[src/rtl/fsm_cmd_conditioner.sv]
// Command conditioner ahead of the control FSM: synchronises, debounces and
// legality-checks the raw user command bus, emitting each accepted code once.
module fsm_cmd_conditioner #(
  parameter int CMD_W           = 3,
  parameter int DEBOUNCE_CYCLES = 4,
  parameter int HOLD_CYCLES     = 2,
  parameter int CNT_W           = 8
) (
  input  logic             clk,
  input  logic             rst_n,
  input  logic [CMD_W-1:0] raw_cmd,
  output logic [CMD_W-1:0] cmd_out,
  output logic             cmd_valid,
  output logic             cmd_reject,
  output logic             busy
);

  typedef enum logic [1:0] {
    IDLE    = 2'b00,
    SETTLE  = 2'b01,
    EMIT    = 2'b10,
    LOCKOUT = 2'b11
  } state_t;

  localparam logic [CNT_W-1:0] DEB_MAX   = CNT_W'(DEBOUNCE_CYCLES);
  localparam logic [CNT_W-1:0] HOLD_MIN  = CNT_W'(HOLD_CYCLES);
  localparam logic [CMD_W-1:0] LEGAL_LIM = CMD_W'(4);

  logic [CMD_W-1:0] sync_1;
  logic [CMD_W-1:0] sync_q;
  logic [CMD_W-1:0] candidate;
  logic [CNT_W-1:0] cnt;
  state_t           state;

  // raw_cmd is asynchronous; nothing downstream may look at it before sync_q.
  always_ff @(posedge clk or negedge rst_n) begin
    if (!rst_n) begin
      sync_1 <= '0;
      sync_q <= '0;
    end else begin
      sync_1 <= raw_cmd;
      sync_q <= sync_1;
    end
  end

  always_ff @(posedge clk or negedge rst_n) begin
    if (!rst_n) begin
      state      <= IDLE;
      candidate  <= '0;
      cnt        <= '0;
      cmd_out    <= '0;
      cmd_valid  <= 1'b0;
      cmd_reject <= 1'b0;
      busy       <= 1'b0;
    end else begin
      // NOTE: strobes default low here and are overridden below; with
      // non-blocking assignments the last write in the block wins, so each
      // strobe lasts exactly one cycle without extra clearing logic.
      cmd_valid  <= 1'b0;
      cmd_reject <= 1'b0;
      case (state)
        IDLE: begin
          if (sync_q != '0) begin
            candidate <= sync_q;
            cnt       <= CNT_W'(1);
            state     <= SETTLE;
            busy      <= 1'b1;
          end
        end
        SETTLE: begin
          if (sync_q != candidate) begin
            cnt   <= '0;
            state <= IDLE;
            busy  <= 1'b0;
          end else if (cnt == DEB_MAX) begin
            // Strobes are raised on the transition edge so they are visible
            // during the EMIT cycle (or the first LOCKOUT cycle for a reject).
            if (candidate < LEGAL_LIM) begin
              cmd_out   <= candidate;
              cmd_valid <= 1'b1;
              state     <= EMIT;
            end else begin
              cmd_reject <= 1'b1;
              cnt        <= '0;
              state      <= LOCKOUT;
            end
          end else begin
            cnt <= cnt + CNT_W'(1);
          end
        end
        EMIT: begin
          cnt   <= '0;
          state <= LOCKOUT;
        end
        LOCKOUT: begin
          if (cnt != '1) cnt <= cnt + CNT_W'(1);
          // A held key keeps us here; only a release re-arms the detector.
          if (cnt >= HOLD_MIN && sync_q == '0) begin
            state <= IDLE;
            busy  <= 1'b0;
          end
        end
        default: begin
          state <= IDLE;
          busy  <= 1'b0;
        end
      endcase
    end
  end

endmodule

[config.mk]
export PLATFORM = sky130hd
export DESIGN_NAME = fsm_cmd_conditioner
export DESIGN_NICKNAME = d
export VERILOG_FILES = /design/src/rtl/fsm_cmd_conditioner.sv
export SDC_FILE = /design/constraint.sdc
export NUM_CORES = 1
export LEC_CHECK = 0
export ABC_CLOCK_PERIOD_IN_PS = 2730
export CAP_MARGIN = 20
export CORE_ASPECT_RATIO = 1.5
export CORE_MARGIN = 5
export CORE_UTILIZATION = 41
export DETAILED_ROUTE_END_ITERATION = 10
export GPL_ROUTABILITY_DRIVEN = 0
export PLACE_DENSITY = 0.62
export RECOVER_POWER = 50
export SLEW_MARGIN = 20
export SYNTH_ARGS = -nofsm -noshare
export SYNTH_HDL_FRONTEND = slang
export SYNTH_SLANG_ARGS = --single-unit
export TNS_END_PERCENT = 10
[constraint.sdc]
create_clock -name clk -period 2.73 [get_ports clk]
set_input_delay 0.819 -clock clk [delete_from_list [all_inputs] [get_ports clk]]
set_output_delay 0.819 -clock clk [all_outputs]
set_load 0.01 [all_outputs]
==> summary.txt, run 1 <==
STA
  – Total Neg Setup Slack: 0 ns
  – Clk_skew: about 0.0042 ns
  – Fmax: roughly 0.47 GHz
  – Setup slack after layout: 0.615 ns
  – Hold Fails Final Rpt: 0
  – Final Max Tran Viols: 0
  – RSZ-0062 raised after global routing: no
  – Slew headroom: 0.141
  – Slew @ Worst Pin: 1.29 ns
  – Crit share post-route: 0.775
  – Setup violators final: 0
  – Tmin final: about 2.1 ns

Clocking
  – CTS Buffer Depth: 2
  – Hold bufs inserted after CTS: 0
  – Clk root buf: clkbuf_8
  – CTS Sinks: 25
  – CTS tree: built
  – Clock buffer count from CTS: 3
  – Clock H-tree levels: 1
  – Clock Pin Slew Worst Setup and Hold Paths: roughly 0.08 ns
  – Worst-Skew Late Latency: roughly 0.26 ns
  – Postcts setup bufs: 0
  – Post-CTS sizing: 0

Setup path
  – Critical Path End Type: asynchronous set/reset pin
  – R2r setup slk: ~0.63 ns
  – Crit Path Category: input pin to asynchronous set/reset pin
  – Worst EP arrival: 2.29 ns
  – CP Buf/Inv Count: 2
  – Worst EP required: 2.90 ns
  – Startpoint types: input pin
  – Cell family with most CP delay: buffers and inverters
  – CP endpoint: cmd_out[2]
  – Slowest cell on crit path: clkbuf_1
  – Worst Path Max Fanout: 25
  – Crit path cell chain: dlygate4sd3_1 > clkbuf_1
  – Reg-to-Reg End: cnt[4]
  – Largest stage delay, worst path: ~0.94 ns
  – Critical Path Source: rst_n
  – R2r startpoint: cnt[3]
  – R2R depth: 5
  – CP Depth: 2

Yosys
  – Synth Instances: 107
  – Combinational family with the most area after synthesis: simple AND/OR/NAND/NOR gates
  – Post-synth top area cell: dfrtp_1
  – Post-synth top area share: 0.552
  – XOR/XNOR Fraction of Synth Area: 0.0232
  – Synthesized net count: 115
  – Mux contribution to synthesized area: 0.0298
  – Synth area leaders: dfrtp_1 55%, a21oi_1 3.5%, ha_1 3.3%, nand3_1 3.1%, mux2_2 3.0%
  – Mapped Area: roughly 1100 um^2
  – Simple-Gate Fraction of Synth Area: 0.195
  – Synth Register Bits: 25
  – Post-synthesis sequential area ratio: 0.552
  – Ys Warns: 0
  – Compound-Gate Fraction of Synth Area: 0.136
  – Netlist cell types: 33
  – Synth Area in Adders: 0.0331
  – Mean cell area of the mapped netlist: 10.6 um^2

Power and ir drop
  – Leakage: 0.577 nW
  – Comb pwr share: 0.247
  – Clock share of power: 0.231
  – Peak VDD IR: 0.352 mV
  – Seq pwr share: 0.523
  – PD cells: ~690 nW/um^2
  – Tot Pwr: 0.000917 W
  – Sw frac: 0.314
  – Net Switching: around 0.00029 W
  – Internal power: 0.000629 W

Placement
  – Port bufs: 10
  – Pre-CTS setup slack: 0.645 ns
  – Placed cells: 154
  – DP HPWL: 1.53 mm

Layout
  – Non-filler cells, final: approximately 160
  – Share of cells above drive strength 1: 0.0909
  – N_diodes: 0
  – Layout Area Growth over Synthesis: 16.4%
  – Fill count: 249
  – Most common cell after layout, fill and taps aside: dfrtp_1
  – Most frequent cells in the layout: 25 x dfrtp_1, 8 x nand2_1, 8 x nor2_1, 8 x a21oi_1, 7 x nand3_1
  – Post-Route Utilization: 0.493
  – Layout net count: 130

Floorplanning
  – Area of the die: 3940 um^2
  – Num rows: 23
  – Die Span Y: around 74 um
  – DIE WIDTH: 52.9 um
  – Placeable Area: 2680 um^2
  – Starting density of the core: 0.424
  – I/O pin count: 11

Detailed routing
  – Post-route ant nets: 0
  – Drt total wl: between 2 and 2.5 mm
  – Vias: 823
  – DRC violations left: 0
  – Wirelength per Cell: around 13 um
  – Pre-antenna DRT Iters: 5
  – DR iter-0 viols: 9
  – Via/cell ratio: 5.21

GRT
  – GR Util All Layers: 0.130
  – GRT Residual Overflow: 0
  – Initial antenna violation count: 0
  – Largest net degree at the start of global routing: 26
  – Vias in the first global route: 900
  – Global-route wire length before repair: 3.79 mm

Worst hold path
  – Min-delay worst type: register to register

Outcome
  – Status: finished, final reports clean

Flow run
  – Max Cap Viol: 0
logic make-up after synthesis:
| kind of cell | after synthesis |
|---|---|
| DFF | 25 |
| AOI/OAI and AO/OA | 25 |
| xor gates and xnor gates | 3 |
| adders and majority gates | 3 |
| and+or+nand+nor | 41 |
| buffers and inverters | 7 |
| muxes | 3 |
how the worst min path moves through the flow:
stage	depth (start not counted)	slack (ns)	endpoint	start
after global placement	0	0.33	sync_q[2]	sync_1[2]
final	0	0.35	sync_q[0]	sync_1[0]
after global routing	0	0.37	sync_q[2]	sync_1[2]
after detailed placement	0	0.33	sync_q[2]	sync_1[2]
after CTS	0	0.35	sync_q[2]	sync_1[2]
after floorplan	0	0.33	sync_q[0]	sync_1[0]
power by group through the flow:
stage	logic [W]	registers [W]	clock network, W
after global routing	0.000263	0.000489	0.000237
final	0.000226	0.000479	0.000211
after CTS	0.000233	0.000479	0.000223
after floorplan	0.000171	0.000476	0
after detailed placement	0.000231	0.000486	0
after global placement	0.000226	0.000485	0
metrics by stage:
step,area [um^2],hold WS (ns)
finish,1320,0.352
global route,1320,0.368
CTS,1320,0.353
detailed placement,1280,0.335
global placement,1280,0.332
floorplan,1130,0.331
per-layer routing:
layer,track usage,wire [um]
met1,0.149,918
met2,0.225,1060
met3,0.0120,46
met4,0.0824,51
met5,0,0
state kept, by name, summed over array words and instances (netlist names), named ones only:
register and flops:
busy 1, candidate 3, cmd_out 3, cmd_reject 1, cmd_valid 1, cnt 8
state 1, sync_1 3, sync_q 3
cell usage after synthesis:
cell      count
buf_6         1
clkbuf_2      1
mux2_2        3
o21ai_0       6
dfrtp_1      25
or4_4         1
nor3_1        4
nand3_1       7
nor2_1        8
a22oi_1       1
nand2b_1      2
or2_2         1
nand2_1       8
a21boi_0      1
a22o_1        2
or3_4         1
ha_1          3
nor4_2        1
a31oi_1       2
nor2b_1       1
a32o_1        1
or3_1         1
inv_1         5
nor4b_1       1
nor4_1        1
xor2_1        3
and3_1        2
and2_1        2
o21ai_1       1
a211oi_1      1
a41oi_1       1
a21oi_1       8
o31ai_1       1
layout make-up:
class | instances | area, um^2 | share of cell area
sequential | 25 | 626 | 0.474
clock buffer | 4 | 45.0 | 0.0341
inverter | 5 | 18.8 | 0.0142
multi-input combinational | 75 | 473 | 0.358
timing repair buffer | 12 | 111 | 0.0844
tap | 37 | 46.3 | 0.0351
Note: power is estimated with default switching activity, not from simulation.
==> inputs of run 2 (changes only) <==
- ABC_CLOCK_PERIOD_IN_PS: 2730 -> 1900
- PLACE_DENSITY: 0.62 -> 0.65
- clock period: 2.73 -> 1.9 ns (I/O delays scaled with it)
==> summary.txt, run 2 (synthesis gave the netlist of run 1 again) <==
STA
  – Fmax: 0.536 GHz
  – Tmin final: 1.87 ns
  – Hold Fails Final Rpt: 0 (unchanged)
  – Setup violators final: 0 (unchanged)
  – RSZ-0062 raised after global routing: yes
  – Clk_skew: 0.00426 ns (+0.0000555 ns)
  – Final Max Tran Viols: 0 (unchanged)
  – Slew @ Worst Pin: 0.611 ns (-0.678 ns)
  – Slew headroom: 0.593 (+0.452)
  – Setup slack after layout: 0.0343 ns (-0.581 ns)
  – Crit share post-route: 0.982
  – WHS: 0.361 ns (+0.00922 ns)

Setup path
  – R2r setup slk: 0.03 ns (-0.60 ns)
  – Startpoint types: register
  – Worst Path Max Fanout: 9 (-64%)
  – Crit Path Category: register to register
  – R2r startpoint: cnt[3]
  – Worst EP required: 2.07 ns (-0.83 ns)
  – Critical Path Source: cnt[3]
  – Worst EP arrival: 2.04 ns (-0.25 ns)
  – Critical Path End Type: register

GRT
  – GRT Residual Overflow: 0 (unchanged)
  – Initial antenna violation count: 0 (unchanged)
  – Largest net degree at the start of global routing: 26 (unchanged)
  – Global-route wire length before repair: 3.97 mm (+4.7%)
  – GR Util All Layers: 0.137 (+0.00750)
  – Vias in the first global route: 900 (unchanged)

Layout
  – Fill count: 219 (-12%)
  – Max reg flops: 8 (unchanged)
  – Area occupied by registers: 626 um^2 (unchanged)
  – Share of cells above drive strength 1: 0.235 (+0.144)
  – Layout net count: 145 (+12%)
  – Most common cell after layout, fill and taps aside: dfrtp_1
  – Design area: 1480 um^2 (+12%)
  – Multi-input logic area: 509 um^2 (+7.7%)
  – Most frequent cells in the layout: 25 x dfrtp_1, 16 x buf_4, 8 x nand2_1, 8 x nor2_1, 8 x a21oi_1
  – Post-Route Utilization: 0.551 (+0.0580)
  – Layout Area Growth over Synthesis: 30.1%
  – Largest reg by FF count: cnt
  – N_diodes: 0 (unchanged)

Power and ir drop
  – Seq pwr share: 0.445 (-0.078)
  – Net Switching: 0.000497 W (+72%)
  – Tot Pwr: 0.00148 W (+62%)
  – Peak VDD IR: 0.507 mV (+44%)
  – Sw frac: 0.335 (+0.0204)
  – Comb pwr share: 0.324 (+0.077)
  – Leakage: 0.671 nW (+16%)
  – PD cells: 1010 nW/um^2 (+45%)
  – Clock share of power: 0.231 (about the same)
  – Internal power: 0.000987 W (+57%)

Clocking
  – Clock Pin Slew Worst Setup and Hold Paths: 0.10 ns (+0.02 ns)
  – Clock buffer count from CTS: 3 (unchanged)
  – Worst-Skew Late Latency: 0.28 ns (+0.02 ns)
  – CTS Buffer Depth: 2 (unchanged)
  – CTS Sinks: 25 (unchanged)
  – Hold bufs inserted after CTS: 0 (unchanged)
  – CTS tree: built
  – Clock H-tree levels: 1 (unchanged)
  – Clk root buf: clkbuf_8

Floorplanning
  – Num rows: 23 (unchanged)
  – Starting density of the core: 0.424 (unchanged)
  – DIE WIDTH: 52.9 um (unchanged)
  – Die Span Y: 74.4 um (unchanged)
  – Placeable Area: 2680 um^2 (unchanged)
  – Area of the die: 3940 um^2 (unchanged)
  – I/O pin count: 11 (unchanged)

Detailed routing
  – Post-route ant nets: 0 (unchanged)
  – DRC violations left: 0 (unchanged)
  – Vias: 898 (+9.1%)
  – DR iter-0 viols: 33 (+24)
  – Pre-antenna DRT Iters: 4 (-1)
  – Via/cell ratio: 5.19 (-0.35%)
  – Wirelength per Cell: 13.8 um (+5.5%)
  – Drt total wl: 2.39 mm (+16%)

Placement
  – Port bufs: 10 (unchanged)
  – DP HPWL: 1.75 mm (+14%)
  – DP Area: 1400 um^2 (+9.4%)
  – Pre-CTS setup slack: -0.0150 ns (-0.660 ns)

Worst hold path
  – Min-delay worst type: register to register
  – Hold_sp: sync_1[2]

Outcome
  – Status: finished, final reports clean

Flow run
  – Max Cap Viol: 0 (unchanged)
[run 2: area by class of cell]
| type | count | share of cell area |
|---|---|---|
| Clock buffer | 3 | 0.0280 |
| Clock inverter | 1 | 0.00594 |
| Inverter | 5 | 0.0127 |
| Sequential cell | 25 | 0.424 |
| Timing Repair Buffer | 27 | 0.153 |
| Tap cell | 37 | 0.0314 |
| Multi-Input combinational cell | 75 | 0.345 |
[run 2: metal layers]
metal / track usage / share of wire
met2: 0.236 / 0.52
met1: 0.155 / 0.41
met3: 0.0301 / 0.050
met5: 0 / 0
met4: 0.0739 / 0.023
[run 2: per-stage QoR]
| stage | cells | setup TNS [ns] |
|---|---|---|
| floorplan | 107 | -0.0453 |
| global placement | 169 | -0.0115 |
| global route | 173 | -0.0994 |
| finish | 173 | 0 |
| detailed placement | 169 | -0.0374 |
| CTS | 173 | -0.00818 |
[run 2: final timing paths]
check	end	cells after the start
worst min-delay path	sync_q[2]	0
worst max register to register	cnt[0]	5
max in group asynchronous	cnt[6]	2
worst min register to register	sync_q[2]	0
worst max-delay path	cnt[0]	5
min in group asynchronous	cmd_out[1]	2
[run 2: power groups by stage]
stage / Clock (W) / Sequential (W) / Combinational (W)
after global placement: 0 / 0.000667 / 0.000439
after CTS: 0.000349 / 0.000662 / 0.000459
after detailed placement: 0 / 0.000672 / 0.000448
after floorplan: 0 / 0.000685 / 0.000247
final: 0.000343 / 0.000660 / 0.000481
after global routing: 0.000368 / 0.000675 / 0.000530
[run 2: what timing repair did]
| action | in CTS | in global routing |
|---|---|---|
| setup endpoints to repair | 4 | 11 |
| gates resized for setup | 3 | 2 |
| buffers inserted | 0 | 0 |
[run 2: worst max-delay path, cell delays in order (launching register included)]
cell and delay, ns:
dfrtp_1 0.39, or3_4 0.40, or4_4 0.45, a22o_4 0.28, a21oi_1 0.16, a21oi_1 0.08
